===== src/rtl/reset_sequencer.sv =====
// Staged reset release: hold every domain in reset, then free them in ascending order,
// waiting (with a timeout) for each domain's ready before a gap and the next release.
module reset_sequencer #(
    parameter int NUM_DOMAINS    = 4,
    parameter int HOLD_CYCLES    = 16,
    parameter int GAP_CYCLES     = 8,
    parameter int TIMEOUT_CYCLES = 1024
) (
    input  logic                   clock,
    input  logic                   reset,
    input  logic                   sw_rst_req,
    output logic                   sw_rst_ack,
    input  logic [NUM_DOMAINS-1:0] domain_ready,
    output logic [NUM_DOMAINS-1:0] domain_rst,
    output logic                   all_released,
    output logic                   timeout_err
);

    localparam int MAX_HG = (HOLD_CYCLES > GAP_CYCLES) ? HOLD_CYCLES : GAP_CYCLES;
    localparam int MAX_C  = (MAX_HG > TIMEOUT_CYCLES) ? MAX_HG : TIMEOUT_CYCLES;
    localparam int CNT_W  = (MAX_C > 1) ? $clog2(MAX_C) : 1;
    localparam int IDX_W  = (NUM_DOMAINS > 1) ? $clog2(NUM_DOMAINS) : 1;

    localparam logic [CNT_W-1:0] HOLD_LAST = CNT_W'(HOLD_CYCLES - 1);
    localparam logic [CNT_W-1:0] GAP_LAST  = CNT_W'(GAP_CYCLES - 1);
    localparam logic [CNT_W-1:0] TMO_LAST  = CNT_W'(TIMEOUT_CYCLES - 1);
    localparam logic [IDX_W-1:0] IDX_LAST  = IDX_W'(NUM_DOMAINS - 1);

    typedef enum logic [2:0] {
        S_HOLD    = 3'd0,
        S_RELEASE = 3'd1,
        S_WAIT    = 3'd2,
        S_GAP     = 3'd3,
        S_DONE    = 3'd4
    } state_t;

    state_t                 r_state;
    logic [CNT_W-1:0]       r_cnt;
    logic [IDX_W-1:0]       r_idx;
    logic [NUM_DOMAINS-1:0] r_domain_rst;
    logic                   r_all_released;
    logic                   r_sw_rst_ack;
    logic                   r_timeout_err;

    state_t                 w_state_nxt;
    logic [CNT_W-1:0]       w_cnt_nxt;
    logic [IDX_W-1:0]       w_idx_nxt;
    logic [NUM_DOMAINS-1:0] w_rst_nxt;
    logic                   w_ack_nxt;
    logic                   w_tmo_nxt;
    logic [NUM_DOMAINS-1:0] w_idx_mask;
    logic                   w_ready_sel;

    // One-hot select avoids indexing by a possibly oversized idx when NUM_DOMAINS is 1.
    assign w_idx_mask  = NUM_DOMAINS'(1) << r_idx;
    assign w_ready_sel = |(domain_ready & w_idx_mask);

    always_comb begin
        w_state_nxt = r_state;
        w_cnt_nxt   = r_cnt;
        w_idx_nxt   = r_idx;
        w_rst_nxt   = r_domain_rst;
        w_ack_nxt   = 1'b0;
        w_tmo_nxt   = r_timeout_err;
        case (r_state)
            S_HOLD: begin
                if (r_cnt == HOLD_LAST) begin
                    w_cnt_nxt   = '0;
                    w_idx_nxt   = '0;
                    w_state_nxt = S_RELEASE;
                end else begin
                    w_cnt_nxt = r_cnt + CNT_W'(1);
                end
            end
            S_RELEASE: begin
                w_rst_nxt   = r_domain_rst & ~w_idx_mask;
                w_cnt_nxt   = '0;
                w_state_nxt = S_WAIT;
            end
            S_WAIT: begin
                // A timeout is treated exactly like a ready so the sequence never stalls.
                if (w_ready_sel || (r_cnt == TMO_LAST)) begin
                    if (!w_ready_sel)
                        w_tmo_nxt = 1'b1;
                    w_cnt_nxt   = '0;
                    w_state_nxt = (r_idx == IDX_LAST) ? S_DONE : S_GAP;
                end else begin
                    w_cnt_nxt = r_cnt + CNT_W'(1);
                end
            end
            S_GAP: begin
                if (r_cnt == GAP_LAST) begin
                    w_idx_nxt   = r_idx + IDX_W'(1);
                    w_cnt_nxt   = '0;
                    w_state_nxt = S_RELEASE;
                end else begin
                    w_cnt_nxt = r_cnt + CNT_W'(1);
                end
            end
            S_DONE: begin
                w_rst_nxt = '0;
                if (sw_rst_req) begin
                    w_rst_nxt   = '1;
                    w_ack_nxt   = 1'b1;
                    w_cnt_nxt   = '0;
                    w_idx_nxt   = '0;
                    w_state_nxt = S_HOLD;
                end
            end
            default: begin
                w_rst_nxt   = '1;
                w_cnt_nxt   = '0;
                w_idx_nxt   = '0;
                w_state_nxt = S_HOLD;
            end
        endcase
    end

    always_ff @(posedge clock or posedge reset) begin
        if (reset) begin
            r_state        <= S_HOLD;
            r_cnt          <= '0;
            r_idx          <= '0;
            r_domain_rst   <= '1;
            r_all_released <= 1'b0;
            r_sw_rst_ack   <= 1'b0;
            r_timeout_err  <= 1'b0;
        end else begin
            r_state        <= w_state_nxt;
            r_cnt          <= w_cnt_nxt;
            r_idx          <= w_idx_nxt;
            r_domain_rst   <= w_rst_nxt;
            r_all_released <= (w_state_nxt == S_DONE);
            r_sw_rst_ack   <= w_ack_nxt;
            r_timeout_err  <= w_tmo_nxt;
        end
    end

    assign domain_rst   = r_domain_rst;
    assign all_released = r_all_released;
    assign sw_rst_ack   = r_sw_rst_ack;
    assign timeout_err  = r_timeout_err;

endmodule


===== config.mk =====
export PLATFORM = sky130hd
export DESIGN_NAME = reset_sequencer
export DESIGN_NICKNAME = d
export VERILOG_FILES = /design/src/rtl/reset_sequencer.sv
export SDC_FILE = /design/constraint.sdc
export NUM_CORES = 1
export LEC_CHECK = 0
export CORE_MARGIN = 2
export CORE_UTILIZATION = 40
export CTS_CLUSTER_DIAMETER = 80
export DETAILED_ROUTE_END_ITERATION = 7
export PLACE_DENSITY = 0.7
export SYNTH_ARGS = -nofsm -noshare
export SYNTH_HDL_FRONTEND = slang
export SYNTH_SLANG_ARGS = --single-unit

===== constraint.sdc =====
create_clock -name clock -period 2.49 [get_ports clock]
set_input_delay 0.498 -clock clock [delete_from_list [all_inputs] [get_ports clock]]
set_output_delay 0.498 -clock clock [all_outputs]
set_load 0.005 [all_outputs]

* Yosys cells after proc, flatten, opt, wreduce, memory -nomap -nowiden *
Index checks and enable logic that the tools add are counted.

operators by class
  shifts and indexed selects = 1
  bitwise gates (word level) = 5
  eq/ne operators = 12
  reductions and logical operators = 7
  $add $sub $neg = 2
  multiplexer cells = 19

operators by type and width
  kind                                                  number
  two-way mux 10 bit                                    4
  case mux 10 bit (4 select lines)                      1
  two-way mux 3 bit                                     5
  case mux 3 bit (5 select lines)                       1
  case mux 4 bit (3 select lines)                       1
  adder 10 x 1 -> 10 bit, second input constant         1
  equality test 10 bit, second input constant           1
  equality test 10 x 3 -> 1 bit, second input constant  1
  equality test 10 x 4 -> 1 bit, second input constant  1
  bitwise AND 4 bit                                     2
  case mux 2 bit (4 select lines)                       1
  equality test 3 x 2 -> 1 bit, second input constant   2
  equality test 3 bit, second input constant            2
  two-way mux 2 bit                                     3
  inequality test 2 bit, second input constant          3
  two-way mux 4 bit                                     1
  NOT 4 bit                                             1
  AND reduction 4 bit                                   1
  OR reduction 4 bit                                    1
  left shift 1 x 2 -> 4 bit, first input constant       1
  equality test 3 x 1 -> 1 bit, second input constant   1
  zero test 3 bit                                       1
  AND reduction 3 bit                                   1
  OR reduction 3 bit                                    1
  other kinds (6)                                       8

storage, ports and cells
  flip-flop bits (word level) = 22
  output and inout bits = 7
  logic and storage cells = 53

* Longest topological paths before layout *
  word-level depth = 7
  gate-level depth with buffers = 8
  depth with buffers taken out = 7

* Least setup slack after synthesis *
No wires, ideal clock.

  path type = register to register
  start = register r_cnt[0]
  end = register r_cnt[4]
  buffers on the path = 1
  path slack = 0.845 ns
  stages on the path, launching flop included = 8
  setup time = 0.118 ns
  data arrival time = 1.527 ns
  path through = dfrtp_1 -> ha_1 -> and4bb_2 -> nand4_1 -> a32oi_2 -> buf_6 -> nor3b_1 -> a21o_1

on the way
  cells in the longest elaborated chain, start to end = 4

RTL lines
  element                                                                         line  RTL
  from (decl)                                                                     38    logic [CNT_W-1:0] r_cnt;
  from (signal assigned)                                                          130   r_cnt <= w_cnt_nxt;
  parallel branches: the longest is 3 deep, another holds adder 10 x 1 -> 10 bit  n/a
  case mux 10 bit (4 select lines) (*)                                            65    case (r_state)

Mark *: on every way between the ends.
A chain may end at the register's enable or synchronous reset.

* Worst setup path in the final report *
  start = register r_state[2]
  end = register r_cnt[2]

on the way
  cells in the longest elaborated chain, start to end = 2

RTL lines
  element                                                                    line  RTL
  from (decl)                                                                37    state_t r_state;
  from (signal assigned)                                                     129   r_state <= w_state_nxt;
  equality test 3 bit, or another cell as far along                          65
  case mux 10 bit (4 select lines) or inequality test 2 bit (tied branches)  n/a

Several ways; a longest one is shown, not always the timed one.

==> summary.txt <==
TIMING
----------------------------------------------------------------------------------
Headroom to the max-slew limit                                               0.691
Maximum operating frequency                                              0.518 GHz
Setup repair after global routing missed its margin                             no
Final Hold Fails                                                                 0
Total Negative Setup Slacks                                                   0 ns
Slew Viols, Final                                                                0
Pin slew with the least headroom to its limit                             0.463 ns
Post-Route Skew                                                         0.00454 ns
Fin worst setup slack                                                     0.560 ns
Number of setup violations in the final report                                   0
Post-layout minimum cycle time                                             1.93 ns
Share of the clock period used by the worst path after layout                0.775

CTS
----------------------------------------------------------------------------------
Clock slew at reported path FFs                                            0.12 ns
Worst-Skew Late Latency                                                    0.31 ns
Number of buffers on the longest clock path                                      2
TritonCTS clock tree                                                           yes
Hold-fix buffer count after cts                                                  0
Count of cells resized by post-cts repair                                        0
H-tree level count                                                               1
Clock buffer count from CTS                                                      3
Cell at the root of the clock tree                                        clkbuf_4
Number of buffers added for setup after CTS                                      0
Clock sink count                                                                22

SYNTH
----------------------------------------------------------------------------------
Ys Warns                                                                         0
Dominant cell type by area after synthesis                                 dfrtp_1
Syn avg cell area                                                       9.81 sq um
Post-Syn Nets                                                                  140
Top cells by area, synth                                              dfrtp_1 36%, dfstp_2 8.4%, ha_1 5.0%
Async S/R FF share, synth                                                     1.00
#FFs+latches synth                                                              22
Commonest register cell after synthesis                                    dfrtp_1
Portion of synthesized cell area occupied by the leading cell type           0.359
Number of synthesized flops with an enable pin                                   0
Share of synthesized area occupied by flip-flops and latches                 0.442
Synth unique cells                                                              41
Synth Instances                                                                128
Mapped cell area                                                        1260 sq um

FLOORPLAN
----------------------------------------------------------------------------------
Num ports                                                                       14
Placement Rows                                                                  20
Die boundary height                                                        60.0 um
X dimension of the die                                                     60.0 um
Core outline area                                                       3030 sq um
Initial Utilization                                                          0.415
Area of the die                                                         3600 sq um

JOB
----------------------------------------------------------------------------------
Max-Cap Viols                                                                    0

POWER AND IR DROP
----------------------------------------------------------------------------------
Power density over the cells                                           748 nW/um^2
Pleak                                                                     0.644 nW
Design Power                                                               1.11 mW
Worst-case vdd ir drop                                                    0.250 mV

DRT
----------------------------------------------------------------------------------
Drt first-iter violations                                                       42
First-pass iteration count of the detailed router                                4
Remaining design rule violation count                                            0
Overall routed net length                                                  2.48 mm
Number of vias per cell after detailed routing                                5.48
Number of antenna-violating nets in the routed design                            0
Via count of the routed design                                                1025
Wire length per cell after detailed routing                                13.3 um

GLOBAL ROUTE
----------------------------------------------------------------------------------
Maximum number of pins on one net before global-route repair                    23
All-layer global routing usage                                               0.158
First-pass GRT wire length                                                 4.23 mm
Vias in the first global route                                                 947
Antenna violations before repair                                                 0
Global route overflow                                                            0

PLACEMENT
----------------------------------------------------------------------------------
Routability congestion estimate                                              0.828
Area of placed instances                                                1430 sq um
Worst setup slack after placement                                         0.387 ns
DPL Wire Length                                                            1.84 mm
Number of buffers added on ports                                                13

WORST SETUP PATH
----------------------------------------------------------------------------------
Data arrival, critical path                                                2.19 ns
Required time of the critical path                                         2.75 ns
Crit-path max FO                                                                17
Classification of the worst setup path                                register to register
Kind of end point of the critical path                                    register
CP startpoint kind                                                        register

CELLS AND AREA
----------------------------------------------------------------------------------
Number of antenna cells inserted                                                 0
Final std cell area, no fill                                            1490 sq um
Share of final-layout standard cells stronger than drive strength 1          0.112
Most common library cell in the layout ignoring fill and taps              dfrtp_1
Fillers                                                                        307
Leading cell types in the layout, fill and taps excluded              18 x dfrtp_1, 13 x clkdlybuf4s50_1, 11 x nand2_1, 11 x o21ai_0
Nets@finish                                                                    156
Area taken by multi-input logic gates                                    648 sq um
Utilization after layout                                                     0.491
FF+latch area                                                            556 sq um
Area growth from synthesis to layout                                         18.3%

WORST HOLD PATH
----------------------------------------------------------------------------------
Class of the tightest hold or removal check                           register to register

OUTCOME
----------------------------------------------------------------------------------
Status                                                                finished, final reports clean

==> cells by family after synthesis <==
group | synth area share
xor gates and xnor gates | 0.0209
DFF | 0.442
and+or+nand+nor | 0.237
muxes | 0.00797
buffers and inverters | 0.0418
AOI/OAI and AO/OA | 0.200
adders and majority gates | 0.0498
==> area by class of cell <==
cell class                 instances  area share
multi-input combinational         95       0.436
clock inverter                     1      0.0202
tap                               44      0.0370
clock buffer                       3      0.0152
timing repair buffer              16       0.103
sequential                        22       0.374
inverter                           6      0.0152
==> synth_stat cells, drive strengths merged (4+ instances only) <==
master	number
o22a	4
ha	5
a21oi	6
nand4	4
nand3	6
nand2	11
a21o	4
dfstp	4
dfrtp	18
nor2	6
o21ai	12
inv	6
==> final timing paths <==
kind                       slack [ns]  depth (start not counted)            end   startpoint
max in group asynchronous        1.70                          3  domain_rst[1]        reset
min in group asynchronous        0.51                          3   all_released        reset
max reg2reg                      0.56                          6       r_cnt[2]   r_state[2]
max                              0.56                          6       r_cnt[2]   r_state[2]
min reg2reg                      0.48                          1    timeout_err  timeout_err
min                              0.48                          1    timeout_err  timeout_err
==> metrics by stage <==
stage,cells,hold slack (ns)
after global placement,183,0.467
after floorplan,128,0.451
after global routing,187,0.504
after CTS,187,0.481
after detailed placement,183,0.452
final,187,0.476
==> state kept, by name, indices dropped and copies added, names as in the netlist <==
signal and cells:
all_released 1, r_state 3, r_idx 2, r_cnt 10
domain_rst 4, sw_rst_ack 1, timeout_err 1
==> where the power goes <==
group	switching, mW	leakage, nW	internal [mW]
logic	0.189	0.334	0.158
clock network	0.110	0.0279	0.163
registers	0.0836	0.282	0.409
total	0.383	0.644	0.729
==> critical path, cell delays in order (launching register included) <==
cell and delay, ns:
dfrtp_1 0.57, or3b_1 0.46, and3b_1 0.29, a32oi_2 0.06
buf_4 0.19, o21ai_0 0.18, a21o_1 0.14
==> metal layers <==
layer | wire length, um | up-vias | global-route usage
met2 | 1230 | 18 | 0.269
met1 | 1150 | 503 | 0.198
met3 | 67 | 5 | 0.0281
met4 | 29 | 0 | 0.0635
met5 | 0 | - | 0
li1 | - | 499 | -
Note: power is estimated with default switching activity, not from simulation.
